File: config.mk
export PLATFORM = sky130hd
export DESIGN_NAME = instr_fetch
export DESIGN_NICKNAME = d
export VERILOG_FILES = /design/src/rtl/riscv_pkg.sv /design/src/rtl/pc_next_gen.sv /design/src/rtl/instr_fetch.sv
export SDC_FILE = /design/constraint.sdc
export NUM_CORES = 1
export LEC_CHECK = 0
export ABC_CLOCK_PERIOD_IN_PS = 5700
export BUFFER_PORTS_ARGS = -buffer_cell sky130_fd_sc_hd__buf_2
export CORE_MARGIN = 2
export CORE_UTILIZATION = 45
export DETAILED_ROUTE_END_ITERATION = 7
export HOLD_SLACK_MARGIN = 0.08
export PLACE_DENSITY = 0.71
export SETUP_SLACK_MARGIN = 0.05
export SYNTH_ARGS = -nofsm -noshare
export SYNTH_HDL_FRONTEND = slang
export SYNTH_SLANG_ARGS = --single-unit
File: constraint.sdc
create_clock -name clk -period 5.7 [get_ports clk]
set_input_delay 0.57 -clock clk [delete_from_list [all_inputs] [get_ports clk]]
set_output_delay 0.57 -clock clk [all_outputs]
set_load 0.005 [all_outputs]
File: src/rtl/riscv_pkg.sv
// Shared RISC-V front-end types and constants used by the fetch stage.
package riscv_pkg;

  localparam int unsigned     ILEN             = 32;
  localparam logic [ILEN-1:0] NOP              = 32'h0000_0013;
  localparam logic [31:0]     RESET_PC_DEFAULT = 32'h0000_0000;

  typedef enum logic [1:0] {
    IDLE,
    REQ,
    WAIT,
    HOLD
  } fetch_state_t;

endpackage

File: src/rtl/pc_next_gen.sv
// Next-PC generation: sequential PC (pc + 4, wrapping) and the word-aligned redirect target.
module pc_next_gen #(
  parameter int unsigned ADDR_W = 32
) (
  input  logic [ADDR_W-1:0] pc,
  input  logic              redirect,
  input  logic [ADDR_W-1:0] redirect_target,
  output logic [ADDR_W-1:0] pc_target,
  output logic [ADDR_W-1:0] pc_next
);

  always_comb begin
    pc_target = {redirect_target[ADDR_W-1:2], 2'b00};
    pc_next   = redirect ? pc_target : pc + ADDR_W'(4);
  end

endmodule

File: src/rtl/instr_fetch.sv
// Instruction fetch stage: owns the PC, drives the imem req/gnt/rvalid handshake and a
// valid/ready instruction interface to decode. Define IF_PERF_CNT_EN to add fetch/flush counters.
module instr_fetch
  import riscv_pkg::*;
#(
  parameter int unsigned       ADDR_W   = 32,
  parameter logic [ADDR_W-1:0] RESET_PC = ADDR_W'(RESET_PC_DEFAULT)
) (
  input  logic              clk,
  input  logic              rst_n,
  output logic              imem_req,
  output logic [ADDR_W-1:0] imem_addr,
  input  logic              imem_gnt,
  input  logic              imem_rvalid,
  input  logic [ILEN-1:0]   imem_rdata,
  output logic [ILEN-1:0]   instr,
  output logic [ADDR_W-1:0] instr_pc,
  output logic              instr_valid,
  input  logic              instr_ready,
  input  logic              redirect,
  input  logic [ADDR_W-1:0] redirect_target
`ifdef IF_PERF_CNT_EN
  ,
  output logic [31:0]       fetch_cnt,
  output logic [31:0]       flush_cnt
`endif
);

  fetch_state_t      state;
  logic [ADDR_W-1:0] pc;
  logic [ADDR_W-1:0] pc_target;
  logic [ADDR_W-1:0] pc_next;
  logic              discard;

  pc_next_gen #(.ADDR_W(ADDR_W)) u_pc_next_gen (
    .pc              (pc),
    .redirect        (redirect),
    .redirect_target (redirect_target),
    .pc_target       (pc_target),
    .pc_next         (pc_next)
  );

  always_ff @(posedge clk or negedge rst_n) begin
    if (!rst_n) begin
      state       <= IDLE;
      pc          <= RESET_PC;
      imem_req    <= 1'b0;
      imem_addr   <= RESET_PC;
      instr       <= NOP;
      instr_pc    <= '0;
      instr_valid <= 1'b0;
      discard     <= 1'b0;
    end else begin
      case (state)
        IDLE: begin
          if (redirect) begin
            pc        <= pc_target;
            imem_addr <= pc_target;
          end else begin
            imem_addr <= pc;
          end
          imem_req <= 1'b1;
          state    <= REQ;
        end
        REQ: begin
          // imem_req low here means the request was withdrawn by a redirect last cycle
          if (!imem_req) begin
            if (redirect) begin
              pc        <= pc_target;
              imem_addr <= pc_target;
            end
            imem_req <= 1'b1;
          end else if (imem_gnt) begin
            imem_req <= 1'b0;
            state    <= WAIT;
            if (redirect) begin
              pc      <= pc_target;
              discard <= 1'b1;
            end
          end else if (redirect) begin
            pc        <= pc_target;
            imem_addr <= pc_target;
            imem_req  <= 1'b0;
          end
        end
        WAIT: begin
          if (imem_rvalid) begin
            if (discard || redirect) begin
              discard   <= 1'b0;
              pc        <= redirect ? pc_target : pc;
              imem_addr <= redirect ? pc_target : pc;
              imem_req  <= 1'b1;
              state     <= REQ;
            end else begin
              instr       <= imem_rdata;
              instr_pc    <= pc;
              instr_valid <= 1'b1;
              pc          <= pc_next;
              state       <= HOLD;
            end
          end else if (redirect) begin
            pc      <= pc_target;
            discard <= 1'b1;
          end
        end
        HOLD: begin
          if (redirect) begin
            instr_valid <= 1'b0;
            pc          <= pc_target;
            imem_addr   <= pc_target;
            imem_req    <= 1'b1;
            state       <= REQ;
          end else if (instr_ready) begin
            instr_valid <= 1'b0;
            imem_addr   <= pc;
            imem_req    <= 1'b1;
            state       <= REQ;
          end
        end
        default: state <= IDLE;
      endcase
    end
  end

`ifdef IF_PERF_CNT_EN
  // A HOLD redirect counts as a flush, not a delivery, even with instr_ready high
  always_ff @(posedge clk or negedge rst_n) begin
    if (!rst_n) begin
      fetch_cnt <= '0;
      flush_cnt <= '0;
    end else begin
      if (instr_valid && instr_ready && !redirect)
        fetch_cnt <= fetch_cnt + 32'd1;
      if ((state == WAIT && imem_rvalid && (discard || redirect)) ||
          (instr_valid && redirect))
        flush_cnt <= flush_cnt + 32'd1;
    end
  end
`endif

endmodule

==> flow_summary_export.csv <==
group,metric,value,unit
clock_tree,cts_resized,0,
setup_path,start_kind,"register",
clock_tree,ctsHoldBuffers,0,
setup_path,crit_path_end_kind,"register",
final_layout,fillers,1079,
timing,fin_crit_sh,43.8,%
timing,hold_viol,0,
drt,final_antenna_net_count,0,
power,leakage,3.70,nW
global_route,grt_max_degree,76,
final_layout,area_growth,27.3,%
global_route,grt-ovfl-total,0,
synthesis,synth_edf_count,0,
placed_design,hpwl,9200,um
clock_tree,cts_tree,"yes",
clock_tree,cts_buffers,17,
drt,drc,0,
drt,routed_via_density,5.17,
floorplan,die_area,14100,sq um
synthesis,synthFlopType,"dfrtp_1",
synthesis,synth.largest_area_cell,"dfrtp_1",
run,drv_cap,0,
synthesis,syn-num-nets,567,
drt,drtIter0Drc,206,
final_layout,drive_gt1_share,41.6,%
synthesis,netlist_area,5910,sq um
final_layout,design_area,7520,sq um
global_route,track_usage,20.3,%
synthesis,synth_top_cell_area_share,55.1,%
clock_tree,clk-insertion-delay-late,420,ps
global_route,grt_pass1_wl,22600,um
drt,routed_wl,13500,um
synthesis,syn_inst,491,
power,power,0.00366,W
synthesis,synth_area_leaders,"dfrtp_1, mux2_2, mux2i_1",
clock_tree,cts.reportedPaths.clkPinSlew,60,ps
placed_design,portBuffers,165,
timing,fin_crit,2500,ps
drt,via_count,4355,
final_layout,post-route-util,59.1,%
timing,timing.fmax,0.400,GHz
synthesis,ys_ff_latch,133,
clock_tree,h-tree-depth,4,
setup_path,worstPathRequired,6040,ps
synthesis,ys_seq_area_share,56.4,%
setup_path,critical_path_class,"register to register",
placed_design,gp_congestion,0.772,
floorplan,num_rows,41,
global_route,grt_pass1_vias,4437,
outcome,status,"finished clean",
timing,rsz0062_at_grt,"no",
timing,worstMarginPinSlew,791,ps
timing,relSlewSlack,46.9,%
timing,clock_skew,6.28,ps
hold_path,min_path_type,"input port to async pin",
drt,wl_per_cell,16.1,um
floorplan,die_y,119,um
drt,first_pass_iters,7,
clock_tree,cts-root-buf,"clkbuf_16",
setup_path,rrSetupSlack,3200,ps
clock_tree,clock-sinks,133,
synthesis,ys_types,43,
timing,fin_tns_setup,0,ps
power,powerDensity,486,nW/um^2
synthesis,syn_area_per_cell,12.0,sq um
timing,setup_viol,0,
floorplan,coreArea,12700,sq um
synthesis,async_flop_share,100,%
setup_path,crit_fanout,44,
placed_design,placed_area,6920,sq um
timing,hold_slack,166,ps
clock_tree,post_cts_buffers,0,
power,vdd_drop_max,0.240,mV
setup_path,arrival,2840,ps
global_route,antenna_found_initial,0,
floorplan,die_w,119,um
synthesis,synth_warnings,0,
final_layout,nNetsFinal,732,
floorplan,start_util,46.4,%
timing,report.final.slew_viol_count,0,
clock_tree,cts_buffer_depth,2,
floorplan,pin_count,168,
## area by class of cell
type	instances	area (sq um)	share of cell area [%]
Inverter	8	30.0	0.399
Antenna cell	1	2.50	0.0333
Sequential cell	133	3330	44.3
Multi-Input combinational cell	325	2460	32.7
Timing Repair Buffer	171	877	11.7
Clock buffer	22	474	6.31
Tap cell	172	215	2.86
Clock inverter	10	128	1.70
## worst paths after layout
check                                from            to  cells past startpoint
max                              state[0]  imem_addr[3]                      8
min                                 rst_n   instr_pc[9]                      1
max reg2reg                      state[0]  imem_addr[3]                      8
min reg2reg                        pc[31]        pc[31]                      1
max in group asynchronous           rst_n  instr_pc[20]                      2
min in group clk           imem_rdata[24]     instr[24]                      2
## registers in the layout, summed over array words and instances (netlist names)
signal	cells
discard	1
imem_addr	32
imem_req	1
instr	32
instr_pc	32
instr_valid	1
pc	32
state	2
## Yosys cell counts, drive strengths merged, types with 2 or more instances
master / count
nand4: 5
a21oi: 37
clkbuf: 15
a211oi: 4
mux2: 65
xor2: 3
mux2i: 49
dfstp: 3
inv: 8
nor2: 40
buf: 10
and3: 5
o21ai: 16
nor2b: 9
ha: 6
nand2: 23
nor3: 9
nor4: 3
o21a: 2
a221oi: 4
xnor2: 9
dfrtp: 130
a31oi: 5
nand3: 17
nand2b: 3
## critical path: stages, from the launching register on
cell      delay, ps
dfrtp_1         410
inv_1            80
ha_1            250
nand2b_1        110
a21oi_1         120
a211oi_4        690
buf_4           520
nor2_1           90
a21oi_1         140
## logic make-up after synthesis
kind of cell | share of synthesized area, %
AOI/OAI and AO/OA | 7.16
xor gates and xnor gates | 1.78
muxes | 20.7
DFF | 56.4
buffers and inverters | 2.24
adders and majority gates | 1.27
and+or+nand+nor | 10.5
## stage by stage
step | setup WS, ps | std cells
after floorplan | 3740 | 491
after global placement | 2830 | 809
after detailed placement | 2780 | 809
after CTS | 3160 | 841
after global routing | 2900 | 841
final | 3200 | 842
## per-layer routing
metal	routed length, um	up-vias	GRT usage (%)
li1	-	2081	-
met1	6030	2110	26.1
met2	6370	147	32.4
met3	881	17	5.50
met4	236	0	8.56
met5	0	-	0
## layout by cell type (no fill, tap or decap), types with 4 or more instances in the layout
cell type | netlist | routed
buf_2 | 7 | 164
dfrtp_1 | 130 | 130
mux2_2 | 65 | 65
mux2i_1 | 49 | 49
nor2_1 | 39 | 39
a21oi_1 | 37 | 37
nand2_1 | 23 | 23
nand3_1 | 17 | 17
clkbuf_16 | 0 | 17
o21ai_0 | 16 | 16
nor2b_1 | 9 | 9
xnor2_1 | 9 | 9
inv_1 | 8 | 8
nor3_1 | 9 | 8
ha_1 | 6 | 6
clkinv_2 | 0 | 6
buf_4 | 0 | 6
a31oi_1 | 5 | 5
nand4_1 | 4 | 4
a221oi_1 | 4 | 4
## where the power goes
part,switching [W],internal (W)
logic,0.000495,0.000545
clock network,0.000393,0.000717
registers,0.000205,0.00130
No activity file was read; power rests on OpenSTA's default activity.
